File: src/rtl/asg_sweep_pkg.sv
// -----------------------------------------------------------------------------
// asg_sweep_pkg
// Shared definitions for the ASG frequency-sweep sequencer:
//   - sweep_state_e : sequencer states (IDLE / RUN / DONE)
//   - sw_width()    : step word width from the channel buffer address width
//                     (integer step bits plus 32 fraction bits)
//   - DWELL_MIN     : value substituted for a programmed dwell of 0
// -----------------------------------------------------------------------------
package asg_sweep_pkg;

   typedef enum logic [1:0] {
      ST_IDLE = 2'd0,
      ST_RUN  = 2'd1,
      ST_DONE = 2'd2
   } sweep_state_e;

   // A dwell of 0 would never produce a tick, so it is run as a dwell of 1.
   localparam logic [31:0] DWELL_MIN = 32'd1;

   function automatic int sw_width(input int rsz);
      return rsz + 48;
   endfunction

endpackage

File: src/rtl/asg_sweep_step.sv
// -----------------------------------------------------------------------------
// asg_sweep_step
// Combinational clamped add/subtract for the sweep step word.
//   cur     : current step word
//   inc     : unsigned increment
//   stop    : sweep end value; results past it (or wrapping) clamp to it
//   dir_up  : 1 = add, 0 = subtract
//   nxt     : next step word
//   at_stop : current step word equals stop
// -----------------------------------------------------------------------------
module asg_sweep_step
   import asg_sweep_pkg::*;
#(
   parameter int SW = sw_width(14)
) (
   input  logic [SW-1:0] cur,
   input  logic [SW-1:0] inc,
   input  logic [SW-1:0] stop,
   input  logic          dir_up,
   output logic [SW-1:0] nxt,
   output logic          at_stop
);

   // One extra bit catches carry out of the add and borrow out of the subtract.
   logic [SW:0] sum_s;
   logic [SW:0] diff_s;

   assign sum_s   = {1'b0, cur} + {1'b0, inc};
   assign diff_s  = {1'b0, cur} - {1'b0, inc};
   assign at_stop = (cur == stop);

   // Select the moved value, clamping to stop on overshoot or wrap.
   always_comb begin
      nxt = cur;
      if (dir_up) begin
         if (sum_s[SW] || (sum_s[SW-1:0] > stop)) begin
            nxt = stop;
         end else begin
            nxt = sum_s[SW-1:0];
         end
      end else begin
         if (diff_s[SW] || (diff_s[SW-1:0] < stop)) begin
            nxt = stop;
         end else begin
            nxt = diff_s[SW-1:0];
         end
      end
   end

endmodule

File: src/rtl/asg_sweep_ctrl.sv
// -----------------------------------------------------------------------------
// asg_sweep_ctrl
// Frequency-sweep sequencer for one ASG channel. Steps the channel phase-step
// word linearly from start to stop, holding each value for a dwell time, once
// or repeatedly.
// Ports:
//   dac_clk_i, dac_rst_i        : clock, synchronous active-high reset
//   start_i / abort_i           : single-cycle start(retrigger) / abort
//   cfg_start_i/stop_i/inc_i    : sweep start, stop and increment (SW bits)
//   cfg_dwell_i                 : cycles per step value (0 runs as 1)
//   cfg_repeat_i                : 1 = repeat indefinitely
//   cfg_pp_i                    : ping-pong select (ASG_SWEEP_PINGPONG_EN only)
//   step_o                      : registered step word to the channel
//   upd_o, busy_o, wrap_o, done_o : update pulse, RUN flag, wrap / done pulses
// Build option: define ASG_SWEEP_PINGPONG_EN to add ping-pong repeat.
// -----------------------------------------------------------------------------
module asg_sweep_ctrl
   import asg_sweep_pkg::*;
#(
   parameter int RSZ = 14,
   parameter int SW  = sw_width(RSZ)
) (
   input  logic          dac_clk_i,
   input  logic          dac_rst_i,
   input  logic          start_i,
   input  logic          abort_i,
   input  logic [SW-1:0] cfg_start_i,
   input  logic [SW-1:0] cfg_stop_i,
   input  logic [SW-1:0] cfg_inc_i,
   input  logic [31:0]   cfg_dwell_i,
   input  logic          cfg_repeat_i,
`ifdef ASG_SWEEP_PINGPONG_EN
   input  logic          cfg_pp_i,
`endif
   output logic [SW-1:0] step_o,
   output logic          upd_o,
   output logic          busy_o,
   output logic          wrap_o,
   output logic          done_o
);

   sweep_state_e state_r, nxt_state_s;

   logic [SW-1:0] start_r, stop_r, inc_r, step_r;
   logic [SW-1:0] start_s, stop_s, inc_s, step_s;
   logic [31:0]   dwell_r, cnt_r, dwell_s, cnt_s, dwell_n_s;
   logic          repeat_r, dir_up_r, upd_r, busy_r, wrap_r, done_r;
   logic          repeat_s, dir_up_s, upd_s, busy_s, wrap_s, done_s;
`ifdef ASG_SWEEP_PINGPONG_EN
   logic          pp_r, pp_s;
`endif
   logic [SW-1:0] step_nxt_s;
   logic          at_stop_s;
   logic          tick_s;

   assign dwell_n_s = (cfg_dwell_i == 32'd0) ? DWELL_MIN : cfg_dwell_i;
   assign tick_s    = (state_r == ST_RUN) && (cnt_r == 32'd0);

   asg_sweep_step #(.SW(SW)) u_step (
      .cur     (step_r),
      .inc     (inc_r),
      .stop    (stop_r),
      .dir_up  (dir_up_r),
      .nxt     (step_nxt_s),
      .at_stop (at_stop_s)
   );

   // State register.
   always_ff @(posedge dac_clk_i) begin
      if (dac_rst_i) begin
         state_r <= ST_IDLE;
      end else begin
         state_r <= nxt_state_s;
      end
   end

   // Next-state logic: abort beats start, start beats the dwell tick.
   always_comb begin
      nxt_state_s = state_r;
      if (abort_i) begin
         nxt_state_s = ST_IDLE;
      end else if (start_i) begin
         nxt_state_s = ST_RUN;
      end else begin
         case (state_r)
            ST_IDLE: nxt_state_s = ST_IDLE;
            ST_DONE: nxt_state_s = ST_DONE;
            ST_RUN: begin
               if (tick_s && at_stop_s && !repeat_r) begin
                  nxt_state_s = ST_DONE;
               end else begin
                  nxt_state_s = ST_RUN;
               end
            end
            default: nxt_state_s = ST_IDLE;
         endcase
      end
   end

   // Output / datapath logic: next values for config latches, counter and outputs.
   always_comb begin
      start_s  = start_r;
      stop_s   = stop_r;
      inc_s    = inc_r;
      dwell_s  = dwell_r;
      repeat_s = repeat_r;
`ifdef ASG_SWEEP_PINGPONG_EN
      pp_s     = pp_r;
`endif
      dir_up_s = dir_up_r;
      cnt_s    = cnt_r;
      step_s   = step_r;
      upd_s    = 1'b0;
      wrap_s   = 1'b0;
      done_s   = 1'b0;
      busy_s   = (nxt_state_s == ST_RUN);
      if (abort_i) begin
         step_s = start_r;
         upd_s  = (step_r != start_r);
      end else if (start_i) begin
         start_s  = cfg_start_i;
         stop_s   = cfg_stop_i;
         inc_s    = cfg_inc_i;
         dwell_s  = dwell_n_s;
         repeat_s = cfg_repeat_i;
`ifdef ASG_SWEEP_PINGPONG_EN
         pp_s     = cfg_pp_i;
`endif
         dir_up_s = (cfg_stop_i >= cfg_start_i);
         cnt_s    = dwell_n_s - 32'd1;
         step_s   = cfg_start_i;
         upd_s    = 1'b1;
      end else if (tick_s) begin
         if (!at_stop_s) begin
            step_s = step_nxt_s;
            upd_s  = 1'b1;
            cnt_s  = dwell_r - 32'd1;
         end else if (repeat_r) begin
            cnt_s  = dwell_r - 32'd1;
            wrap_s = 1'b1;
`ifdef ASG_SWEEP_PINGPONG_EN
            if (pp_r) begin
               // Turn around: the stop value stays on the output for another dwell.
               start_s  = stop_r;
               stop_s   = start_r;
               dir_up_s = ~dir_up_r;
            end else begin
               step_s = start_r;
               upd_s  = 1'b1;
            end
`else
            step_s = start_r;
            upd_s  = 1'b1;
`endif
         end else begin
            done_s = 1'b1;
         end
      end else if (state_r == ST_RUN) begin
         cnt_s = cnt_r - 32'd1;
      end else begin
         cnt_s = cnt_r;
      end
   end

   // Datapath and output registers.
   always_ff @(posedge dac_clk_i) begin
      if (dac_rst_i) begin
         start_r  <= {SW{1'b0}};
         stop_r   <= {SW{1'b0}};
         inc_r    <= {SW{1'b0}};
         dwell_r  <= 32'd0;
         repeat_r <= 1'b0;
`ifdef ASG_SWEEP_PINGPONG_EN
         pp_r     <= 1'b0;
`endif
         dir_up_r <= 1'b0;
         cnt_r    <= 32'd0;
         step_r   <= {SW{1'b0}};
         upd_r    <= 1'b0;
         busy_r   <= 1'b0;
         wrap_r   <= 1'b0;
         done_r   <= 1'b0;
      end else begin
         start_r  <= start_s;
         stop_r   <= stop_s;
         inc_r    <= inc_s;
         dwell_r  <= dwell_s;
         repeat_r <= repeat_s;
`ifdef ASG_SWEEP_PINGPONG_EN
         pp_r     <= pp_s;
`endif
         dir_up_r <= dir_up_s;
         cnt_r    <= cnt_s;
         step_r   <= step_s;
         upd_r    <= upd_s;
         busy_r   <= busy_s;
         wrap_r   <= wrap_s;
         done_r   <= done_s;
      end
   end

   assign step_o = step_r;
   assign upd_o  = upd_r;
   assign busy_o = busy_r;
   assign wrap_o = wrap_r;
   assign done_o = done_r;

endmodule

File: config.mk
export PLATFORM = sky130hd
export DESIGN_NAME = asg_sweep_ctrl
export DESIGN_NICKNAME = d
export VERILOG_FILES = /design/src/rtl/asg_sweep_pkg.sv /design/src/rtl/asg_sweep_step.sv /design/src/rtl/asg_sweep_ctrl.sv
export SDC_FILE = /design/constraint.sdc
export NUM_CORES = 1
export LEC_CHECK = 0
export CAP_MARGIN = 20
export CORE_UTILIZATION = 38
export CTS_CLUSTER_SIZE = 30
export DETAILED_ROUTE_END_ITERATION = 16
export HOLD_SLACK_MARGIN = 0.1
export PLACE_DENSITY = 0.61
export SYNTH_ARGS = -nofsm -noshare
export SYNTH_HDL_FRONTEND = slang
export SYNTH_SLANG_ARGS = --single-unit
File: constraint.sdc
create_clock -name dac_clk_i -period 6.5 [get_ports dac_clk_i]
set_input_delay 0.65 -clock dac_clk_i [delete_from_list [all_inputs] [get_ports dac_clk_i]]
set_output_delay 0.65 -clock dac_clk_i [all_outputs]
set_load 0.02 [all_outputs]
==> summary by stage <==
Worst setup path
STA classifies the critical path endpoint as a flop. The startpoint type of the worst setup path is a flop. Data on the critical path arrives at its endpoint at approximately 7 ns.

At the worst endpoint, the required time is ~7 ns. The start-to-end type of the worst setup path is reg -> reg. Counting cells, the worst reg-to-reg path comes to 27.

Of all nets on the critical path, the largest fanout is 8.

Timing
The maximum clock frequency is about 160 MHz. The hold violation count in the final report is 0. Measured against its own limit, the worst slew margin works out to 0.2843. Setup violations remaining at the end of the flow were counted as 0. On the final layout, the worst clock skew is 0.05233 ns. For the pin with the worst max-slew slack, the measured transition is 1.070 ns. The share of the clock period used by the worst path is 0.9751. The hold slack is 0.4551 ns. The final number of max-transition violations is 0. The smallest clock period supported by the final layout is computed as 6.338 ns.

Die
The horizontal extent of the die is 277.1 microns. The floorplan die area is 0.07677 sq mm. From bottom edge to top edge, the die measures between 200 and 300 microns. Pin placement for this block handled 289 I/O pins. The starting utilization of the core area is 0.3849. The core footprint is 0.07470 sq mm. The row count is 100.

Power
Of the total power, the clock network draws 0.239. The share of total power dissipated in combinational logic is 0.547. The leakage power is ~15 nW. The maximum vdd drop is 0.0001924 V. The power per standard cell area is 290.9 mW/mm^2.

The internal power component is 5.936 mW. Of the total power, registers draw 0.214. The analysis attributes to net switching a power of 4.552 mW. Of the total power, the share spent switching nets is 0.4340.

Synth
The fraction of the yosys area taken by sequential cells is 0.2228. After synthesis, the share of flip-flops with an asynchronous set or reset is 0. The register bit total from synthesis is 320.

In the synthesized netlist, the number of instances is 3,981. The number of enable-type register cells in the synthesized netlist is 0. The primary flip-flop cell chosen by synthesis mapping is dfxtp_1.

The post-synth net total is 4,518. The number of warnings reported in the yosys synthesis log is 0. The average footprint of a synthesized cell is 7.222 sq um.

The netlist area before placement is around 0.029 sq mm. The netlist uses 97 different library cells.

Place
During placement, the flow inserted port buffers numbering 288. The wire-length estimate of the detail-placed layout is 106,600 microns. At the end of routability-driven placement, the weighted congestion stood at 1.033.

Detailed routing
The iteration-0 DRC count of the detailed router is 2,953. The routed layout has 31,500 vias. The remaining antenna violation count is 0.

The first TritonRoute pass finished after 5 iterations. The final wirelength is 132,900 microns. Dividing the detail-routed via count by the number of cells gives between 5 and 6.

The average wire length per cell after detail routing is 24.67 microns. In the routed design, unresolved DRC markers number 0.

Clocking
The root buffer cell chosen for the clock tree is clkbuf_16. In this run the number of H-tree levels came out at 2. The hold buffer count at CTS is 0. After clock tree synthesis, the clock-pin slew on the worst setup and hold paths is 0.06 ns. The number of buffers created by CTS is 41.

In this run the deepest clock path goes through 3 buffers. The clock net in this run drives a total of 320 sinks. TritonCTS built the clock tree. For the worst-skew pair, the clock arrives at the later sink with an insertion delay of 0.62 ns.

Global route
The via count of the first global-routing pass is between 20,000 and 30,000. The first global-routing pass estimated slightly below 200,000 microns of wire. For this run the aggregate overflow at the end of global routing stands at 0. Entering global routing, the biggest net connects 146 pins. The initial antenna violation count came to 5. The overall fraction of global-route tracks in use is 0.3331.

Hold path
Counting instances, the worst hold path has a depth of 2. The tightest min-delay check is of the reg -> reg type.

Flow run
Max-cap violations in this run came to 0.

Finish
In the final layout, the share of cells above drive strength 1 is 0.1060. At the end of the flow, the number of nets in the layout was 4,923. The area growth from synthesis to layout is 25.42%. The fraction of the core area covered by cells at the end of the flow is 0.4828.

Outcome
The flow ran to the end, and the final reports show no timing, DRC or antenna violations.
[repair_timing]
action                     4_1_cts  5_1_grt
pin swaps                        2       20
setup endpoints to repair       62       62
buffers inserted                 0        8
gates cloned                     0        2
resized for setup               10       53
[cell families (layout without fill, tap and decap cells)]
family	after synthesis	after routing	synth area share
mux	79	79	0.02824
buf+inv	507	943	0.07054
fa+ha+maj	314	314	0.1372
simple gates	1297	1297	0.2042
compound gates	1215	1215	0.2612
flops	320	320	0.2228
other cells	0	3	0
xor+xnor	249	249	0.07585
[through the flow]
stage | cells | area (sq um) | setup WS [ns] | total power, mW | TNS, ns
3_3_place_gp | 5302 | 34210 | -0.4477 | 7.684 | -19.12
6_report | 5389 | 36060 | 0.1621 | 10.49 | 0
5_1_grt | 5386 | 36050 | -0.02911 | 10.98 | -0.1784
4_1_cts | 5376 | 35700 | 0.02623 | 10.20 | 0
3_5_place_dp | 5302 | 34210 | -0.3414 | 7.658 | -14.62
2_1_floorplan | 3981 | 28750 | 0.9854 | 5.395 | 0
[cells in the mapped netlist (7+ instances only)]
cell,n,area [sq um]
a2111oi_0,9,78.83
a211o_1,13,113.9
a211oi_1,48,360.4
a21o_1,63,473.0
a21oi_1,579,2898
a221oi_1,30,262.8
a31oi_1,43,269.0
a41o_1,17,170.2
a41oi_1,8,70.07
and2_1,18,112.6
and3_1,12,75.07
buf_1,16,60.06
buf_2,37,185.2
buf_4,8,60.06
clkbuf_1,156,585.6
clkinv_1,7,26.28
dfxtp_1,320,6406
ha_1,312,3904
inv_1,277,1040
mux2_2,14,157.7
mux2i_1,64,640.6
nand2_1,647,2429
nand2b_1,28,175.2
nand3_1,66,330.3
nand4_1,87,544.3
nor2_1,251,942.2
nor2b_1,29,181.4
nor3_1,42,210.2
nor4_1,58,362.9
o211ai_1,50,375.4
o21a_1,21,157.7
o21ai_0,142,710.7
o21ai_1,9,45.04
o21bai_1,45,337.8
o221ai_1,8,70.07
o22ai_1,12,75.07
o31a_1,7,61.31
o31ai_1,33,247.7
or2_2,7,43.79
or3_1,9,56.30
xnor2_1,204,1787
xor2_1,45,394.1
[area by class of cell]
type                            count  area [sq um]
Multi-Input combinational cell   3154         20650
Tap cell                          969          1212
Timing Repair Buffer              585          5275
Antenna cell                        3         7.507
Inverter                          284          1066
Clock inverter                     24         331.6
Fill cell                        7611         38640
Clock buffer                       50          1110
Sequential cell                   320          6412
[layout by cell type (no fill, tap or decap), types with 55 or more instances in the layout]
| cell type | n |
|---|---|
| a21o_1 | 63 |
| nand2_1 | 647 |
| mux2i_1 | 64 |
| ha_1 | 306 |
| nor4_1 | 55 |
| nand3_1 | 66 |
| a21oi_1 | 574 |
| nand4_1 | 87 |
| xnor2_1 | 200 |
| dfxtp_1 | 317 |
| buf_4 | 283 |
| clkdlybuf4s50_1 | 285 |
| o21ai_0 | 138 |
| inv_1 | 277 |
| nor2_1 | 250 |
[registers in the layout, summed over array words and instances, names as in the netlist]
signal,count
repeat_r,1
dir_up_r,1
wrap_o,1
cnt_r,32
upd_o,1
dwell_r,32
stop_r,62
done_o,1
step_o,62
state_r,2
inc_r,62
busy_o,1
start_r,62
[worst max-delay path: stages, from the launching register on]
cell and delay, ns:
dfxtp_2 0.33, inv_1 0.06, ha_2 0.19, inv_1 0.06
fa_2 0.37, a211o_1 0.30, a21oi_2 0.20, o211ai_1 0.23
a21bo_2 0.33, a21boi_2 0.19, o31a_1 0.25, o31ai_2 0.10
buf_4 0.16, nand2b_4 0.08, nand3_1 0.09, and2_1 0.18
ha_1 0.29, nand4_1 0.20, nor4_4 0.40, nand3_1 0.14
or4b_1 0.48, a31oi_1 0.21, o32a_2 0.21, and3_4 0.29
buf_12 0.19, mux2_2 0.34, o211a_1 0.20, o22a_1 0.14
[power groups by stage]
stage | logic, mW | clock network (mW) | registers [mW]
2_1_floorplan | 3.08 | 0 | 2.31
4_1_cts | 5.42 | 2.54 | 2.24
6_report | 5.74 | 2.50 | 2.25
3_3_place_gp | 5.40 | 0 | 2.28
3_5_place_dp | 5.37 | 0 | 2.28
5_1_grt | 6.10 | 2.62 | 2.26
[layer usage]
metal	share of wire	track usage	routed length (microns)	vias up
met5	0.00020	0	26	-
met4	0.058	0.1731	7682	4
met3	0.077	0.05830	10230	295
met2	0.44	0.5289	58870	1375
met1	0.42	0.4303	56140	14900
li1	-	-	-	14930
[final timing paths]
kind                            startpoint                  endpoint  slack [ns]
setup / recovery    step_o[0]$_SDFFE_PP0P_   step_o[35]$_SDFFE_PP0P_        0.16
hold / removal    dwell_r[20]$_SDFFE_PP0P_  dwell_r[20]$_SDFFE_PP0P_        0.46
setup reg to reg    step_o[0]$_SDFFE_PP0P_   step_o[35]$_SDFFE_PP0P_        0.16
hold reg to reg   dwell_r[20]$_SDFFE_PP0P_  dwell_r[20]$_SDFFE_PP0P_        0.46
No activity file was read; power rests on OpenSTA's default activity.
